File: config.mk
export PLATFORM = sky130hd
export DESIGN_NAME = branch_predict_unit
export DESIGN_NICKNAME = d
export VERILOG_FILES = /design/src/rtl/rv32_pkg.sv /design/src/rtl/branch_cmp.sv /design/src/rtl/branch_predict_unit.sv
export SDC_FILE = /design/constraint.sdc
export NUM_CORES = 2
export LEC_CHECK = 0
export ABC_AREA = 1
export BUFFER_PORTS_ARGS = -buffer_cell sky130_fd_sc_hd__buf_2
export CAP_MARGIN = 15
export CORE_MARGIN = 2
export CORE_UTILIZATION = 67
export DETAILED_ROUTE_END_ITERATION = 10
export PLACE_DENSITY = 0.91
export RECOVER_POWER = 100
export SLEW_MARGIN = 20
export SYNTH_ARGS = -nofsm -noshare
export SYNTH_HDL_FRONTEND = slang
export SYNTH_HIERARCHICAL = 1
export SYNTH_SLANG_ARGS = --single-unit
File: constraint.sdc
create_clock -name clk -period 82 [get_ports clk]
set_input_delay 4.1 -clock clk [delete_from_list [all_inputs] [get_ports clk]]
set_output_delay 4.1 -clock clk [all_outputs]
set_load 0.02 [all_outputs]
File: src/rtl/rv32_pkg.sv
// Shared RV32 definitions: branch funct3 codes, 2-bit predictor counter
// encodings, the BTB entry layout and the counter saturation helper.
package rv32_pkg;

    localparam logic [2:0] BR_BEQ  = 3'b000;
    localparam logic [2:0] BR_BNE  = 3'b001;
    localparam logic [2:0] BR_BLT  = 3'b100;
    localparam logic [2:0] BR_BGE  = 3'b101;
    localparam logic [2:0] BR_BLTU = 3'b110;
    localparam logic [2:0] BR_BGEU = 3'b111;

    typedef enum logic [1:0] {
        SNT = 2'b00,
        WNT = 2'b01,
        WT  = 2'b10,
        ST  = 2'b11
    } ctr_t;

    // Canonical RV32 / 16-entry layout; parametrised users build the same
    // field order with their own widths.
    localparam int BTB_XLEN  = 32;
    localparam int BTB_IDX_W = 4;
    localparam int BTB_TAG_W = BTB_XLEN - 2 - BTB_IDX_W;

    typedef struct packed {
        logic                 valid;
        logic [BTB_TAG_W-1:0] tag;
        logic [BTB_XLEN-1:0]  target;
        ctr_t                 ctr;
    } btb_entry_t;

    function automatic ctr_t ctr_update(input ctr_t c, input logic taken);
        if (taken)
            return (c == ST) ? ST : ctr_t'(c + 2'd1);
        else
            return (c == SNT) ? SNT : ctr_t'(c - 2'd1);
    endfunction

endpackage

File: src/rtl/branch_cmp.sv
// RV32I conditional-branch comparator; also used by the single-cycle datapath.
// Illegal funct3 values (010, 011) report legal=0 and taken=0.
module branch_cmp
    import rv32_pkg::*;
#(
    parameter int XLEN = 32
) (
    input  logic [XLEN-1:0] rs1,
    input  logic [XLEN-1:0] rs2,
    input  logic [2:0]      funct3,
    output logic            taken,
    output logic            legal
);

    always_comb begin
        taken = 1'b0;
        legal = 1'b1;
        case (funct3)
            BR_BEQ:  taken = (rs1 == rs2);
            BR_BNE:  taken = (rs1 != rs2);
            BR_BLT:  taken = ($signed(rs1) <  $signed(rs2));
            BR_BGE:  taken = ($signed(rs1) >= $signed(rs2));
            BR_BLTU: taken = (rs1 <  rs2);
            BR_BGEU: taken = (rs1 >= rs2);
            default: legal = 1'b0;
        endcase
    end

endmodule

File: src/rtl/branch_predict_unit.sv
// Branch resolution plus a direct-mapped BTB of 2-bit saturating counters.
// Lookup and resolution are combinational; table and counters update on clk.
module branch_predict_unit
    import rv32_pkg::*;
#(
    parameter int XLEN    = 32,
    parameter int ENTRIES = 16
) (
    input  logic            clk,
    input  logic            rst,
    input  logic [XLEN-1:0] pred_pc,
    output logic            pred_taken,
    output logic [XLEN-1:0] pred_target,
    input  logic            res_valid,
    input  logic [XLEN-1:0] res_pc,
    input  logic [XLEN-1:0] res_rs1,
    input  logic [XLEN-1:0] res_rs2,
    input  logic [XLEN-1:0] res_imm,
    input  logic [2:0]      res_funct3,
    input  logic            res_pred_taken,
    input  logic [XLEN-1:0] res_pred_target,
    output logic            res_taken,
    output logic [XLEN-1:0] res_next_pc,
    output logic            res_mispredict,
    output logic [XLEN-1:0] cnt_branches,
    output logic [XLEN-1:0] cnt_mispredicts
);

    localparam int IDX_W = $clog2(ENTRIES);
    localparam int TAG_W = XLEN - 2 - IDX_W;

    typedef struct packed {
        logic             valid;
        logic [TAG_W-1:0] tag;
        logic [XLEN-1:0]  target;
        ctr_t             ctr;
    } entry_t;

    entry_t btb [ENTRIES];

    logic [IDX_W-1:0] look_idx, res_idx;
    logic [TAG_W-1:0] look_tag, res_tag;
    entry_t           look_e, res_e;
    logic             look_hit, res_hit;
    logic             legal, cmp_taken;
    logic [XLEN-1:0]  target;

    assign look_idx = pred_pc[IDX_W+1:2];
    assign look_tag = pred_pc[XLEN-1:IDX_W+2];
    assign res_idx  = res_pc[IDX_W+1:2];
    assign res_tag  = res_pc[XLEN-1:IDX_W+2];

    // Lookup reads the registered table, so a same-cycle update is not bypassed.
    assign look_e      = btb[look_idx];
    assign look_hit    = look_e.valid && (look_e.tag == look_tag);
    assign pred_taken  = look_hit && look_e.ctr[1];
    assign pred_target = pred_taken ? look_e.target : pred_pc + XLEN'(4);

    branch_cmp #(.XLEN(XLEN)) u_cmp (
        .rs1    (res_rs1),
        .rs2    (res_rs2),
        .funct3 (res_funct3),
        .taken  (cmp_taken),
        .legal  (legal)
    );

    assign res_e       = btb[res_idx];
    assign res_hit     = res_e.valid && (res_e.tag == res_tag);
    assign target      = res_pc + res_imm;
    assign res_taken   = cmp_taken;
    assign res_next_pc = cmp_taken ? target : res_pc + XLEN'(4);

    // No handshake: res_valid qualifies exactly one resolve in the current cycle.
    assign res_mispredict = res_valid && legal &&
                            ((cmp_taken != res_pred_taken) ||
                             (cmp_taken && (res_pred_target != target)));

    always_ff @(posedge clk or posedge rst) begin
        if (rst) begin
            for (int i = 0; i < ENTRIES; i++) begin
                btb[i] <= '{valid: 1'b0, tag: '0, target: '0, ctr: WNT};
            end
            cnt_branches    <= '0;
            cnt_mispredicts <= '0;
        end else if (res_valid && legal) begin
            cnt_branches <= cnt_branches + XLEN'(1);
            if (res_mispredict) begin
                cnt_mispredicts <= cnt_mispredicts + XLEN'(1);
            end
            if (res_hit) begin
                btb[res_idx].ctr <= ctr_update(res_e.ctr, cmp_taken);
                if (cmp_taken) begin
                    btb[res_idx].target <= target;
                end
            end else if (cmp_taken) begin
                // A taken miss evicts whatever alias occupied this index.
                btb[res_idx] <= '{valid: 1'b1, tag: res_tag, target: target, ctr: WT};
            end
        end
    end

endmodule

==> flow_summary.ini <==
[pwr]
p_sw_share_pct = 33.2
power.switching_mw = 0.507
power_density_nw_per_um2 = 24.1
p_clk_share_pct = 35.0
leakage_nw = 31.0
max-vdd-ir-drop_mv = 0.0205
combPwrFrac_pct = 21.0
intPower_mw = 1.02
pwr-share-seq_pct = 44.0

[layout]
final_nets = 8320
drive_above_1_share_pct = 6.21
syn_to_final_growth_pct = 7.48
fill_cells = 6630

[logic_synthesis]
synth_edf_count = 0
synth_top_area_share_pct = 43.4
netlist_top_cells_area = dfrtp_1 (43%), nand2_1 (15%), o21ai_0 (12%)
synth_top_area_cell = dfrtp_1
postSynthNetCount = 8362
seq_area_frac_synth_pct = 44.1
ys_ff_latch = 1040
syn_area_um2 = 59000
ys.flop_type = dfrtp_1
synth.distinct_cells = 56
synth-async-reset-ratio_pct = 100
yosys_warnings = 6
synth_area_per_cell_um2 = 7.30
netlist_instances = 8091

[clock_tree]
clk_latency_ns = 0.75
cts.path.max_buffers = 3
clk_pin_slew_ns = 0.06
h-tree-depth = 3
hold_buffers = 0
clock-sinks = 1040
ctsResizeCount = 0
cts_tree = yes
clockRootBuffer = clkbuf_16
cts.repair_timing.setup_buffer_count = 0
numCtsBuffers = 109

[critical_path]
critPathSlowestCell = clkinvlp_2
max_stage_delay_ns = 5.55
arrival_ns = 21.28
worstSetupEndpointType = primary output
required_ns = 77.90
crit_chain = clkbuf_1, clkinvlp_2, clkbuf_1, nor2_1, o21ai_0, nand2_1, nand3_1, xor2_1, nor2_1, nand3_1, nor2_1, o21ai_0, clkbuf_1
cp_max_fo = 166
crit_path_start_kind = input port
critPathKind = input port to primary output

[detailed_routing]
detail-route-antenna-nets = 0
wl_um = 214000
drtPass1Iterations = 10
vias_per_cell = 6.49
drc_errors = 0
vias = 60440
drtIter0Drc = 9411
wl_per_cell_um = 23.0

[placed_design]
place.gp.congestion = 1.04
hpwl_um = 132000
portBuffers = 329
place_ws_ns = 68.85

[sta]
worst_pin_slew_ns = 9.52
fmax_ghz = 0.0394
finalCritPeriodShare_pct = 31.0
fin_skew_ns = 0.0695
relSlewSlack_pct = -534
worst_slack_ns = 56.62
tns_ns = 0
fin_crit_ns = 25.38
slew_violations = 3355
finalSetupViolCount = 0
rsz0062_at_grt = false
hold_viol = 0

[floorplanning]
dieHeight_um = 301
initial_core_util_pct = 67.8
row_count = 108
fp.dieW_um = 301
io_pins = 330
coreArea_um2 = 87000
dieArea_um2 = 90500

[global_route]
gr-usage-met3_pct = 19.2
top_usage_layer = met2
grt_usage_pct = 46.6
grt_antenna_before_repair = 21
grt_max_degree = 245
grt_pass1_vias = 56873
grt.met2_usage_pct = 66.4
gr-total-overflow = 0
grt_pass1_wl_um = 324000
met1_usage_pct = 58.4

[outcome]
violations = capacitance limit, slew limit
status = complete, but fails checks

[worst_hold_path]
hp-class = flop to flop

[job]
max-cap-violations = 51
## placed cells by master (no fill, tap or decap), types with 37 or more instances in the layout
master        n
ha_1         71
nand3_1     352
o22ai_1      82
a21oi_1     244
inv_1       607
xor2_1       84
nor3_1       48
nand2_1    2364
o21ai_0    1546
buf_2       199
o221ai_1     39
clkbuf_16   110
nand4_1      37
nor2_1      626
o211ai_1    191
clkbuf_1    183
dfrtp_1    1024
## cells by family (layout without fill, tap and decap cells)
group                    after synthesis  after routing  share of synthesized area [%]
AND/OR/NAND/NOR                     3531           3531                           24.3
buffers and inverters               1184           1237                           8.74
flip-flops                          1040           1040                           44.1
adder cells (fa/ha/maj)               73             73                           1.56
other                                  0             10                              0
AO/OA/AOI/OAI                       2156           2156                           19.7
XOR/XNOR                             107            107                           1.61
## power groups by stage
stage,clock network (mW),registers (mW),logic (mW)
6_report,0.535,0.673,0.320
5_1_grt,0.554,0.682,0.354
4_1_cts,0.532,0.668,0.311
3_5_place_dp,0,0.675,0.305
3_3_place_gp,0,0.670,0.293
2_1_floorplan,0,0.666,0.215
## Yosys cell counts (37+ instances only)
| cell type | instances |
|---|---|
| dfrtp_1 | 1024 |
| nand4_1 | 37 |
| clkbuf_1 | 320 |
| o22ai_1 | 82 |
| o21ai_0 | 1434 |
| buf_4 | 40 |
| a21oi_1 | 244 |
| nor3_1 | 48 |
| o21ai_1 | 134 |
| xor2_1 | 84 |
| o221ai_1 | 39 |
| buf_6 | 51 |
| inv_1 | 609 |
| ha_1 | 71 |
| o211ai_1 | 191 |
| nor2_1 | 629 |
| nand2_1 | 2366 |
| buf_2 | 108 |
| nand3_1 | 352 |
## metrics by stage
| stage | util [%] | total power, mW | hold WS, ns | instances | area, um^2 |
|---|---|---|---|---|---|
| final | 72.9 | 1.53 | 0.462 | 9309 | 63500 |
| after global routing | 72.9 | 1.59 | 0.478 | 9304 | 63400 |
| after detailed placement | 69.0 | 0.980 | 0.453 | 9093 | 60000 |
| after CTS | 73.5 | 1.51 | 0.463 | 9299 | 64000 |
| after floorplan | - | 0.881 | 0.428 | 8091 | 59000 |
| after global placement | 69.0 | 0.963 | 0.442 | 9093 | 60000 |
## critical path, delay by kind of cell
kind	cells	cell delay (ns)
buffers and inverters	4	11.93
and+or+nand+nor	6	3.58
AOI/OAI and AO/OA	2	1.14
xor gates and xnor gates	1	0.26
## final timing paths
kind / start / to / slack (ns) / cells after the start
setup / recovery: pred_pc[2] / pred_target[7] / 56.62 / 13
hold / removal: btb[549] / btb[549] / 0.46 / 2
setup reg to reg: btb[356] / btb[359] / 76.28 / 17
hold reg to reg: btb[549] / btb[549] / 0.46 / 2
max in group asynchronous: rst / btb[32] / 57.10 / 7
min in group asynchronous: rst / btb[905] / 5.25 / 2
## area by class of cell
class	instances	area (um^2)	share of cell area (%)
Timing Repair Buffer	397	1910	3.01
Clock inverter	50	726	1.14
Sequential cell	1040	26000	41.0
Antenna cell	10	25.0	0.0394
Inverter	634	2390	3.76
Multi-Input combinational cell	5867	27700	43.7
Tap cell	1155	1450	2.28
Clock buffer	156	3190	5.02
## state kept, by name, indices dropped and copies added, names as in the netlist
signal,count
btb,976
cnt_branches,32
cnt_mispredicts,32
## layer usage
layer	part of all wire, %	vias up
li1	-	26504
met4	7.8	20
met1	34	27902
met3	17	1204
met5	0.057	-
met2	41	4810
(Power assumes the default switching activity.)
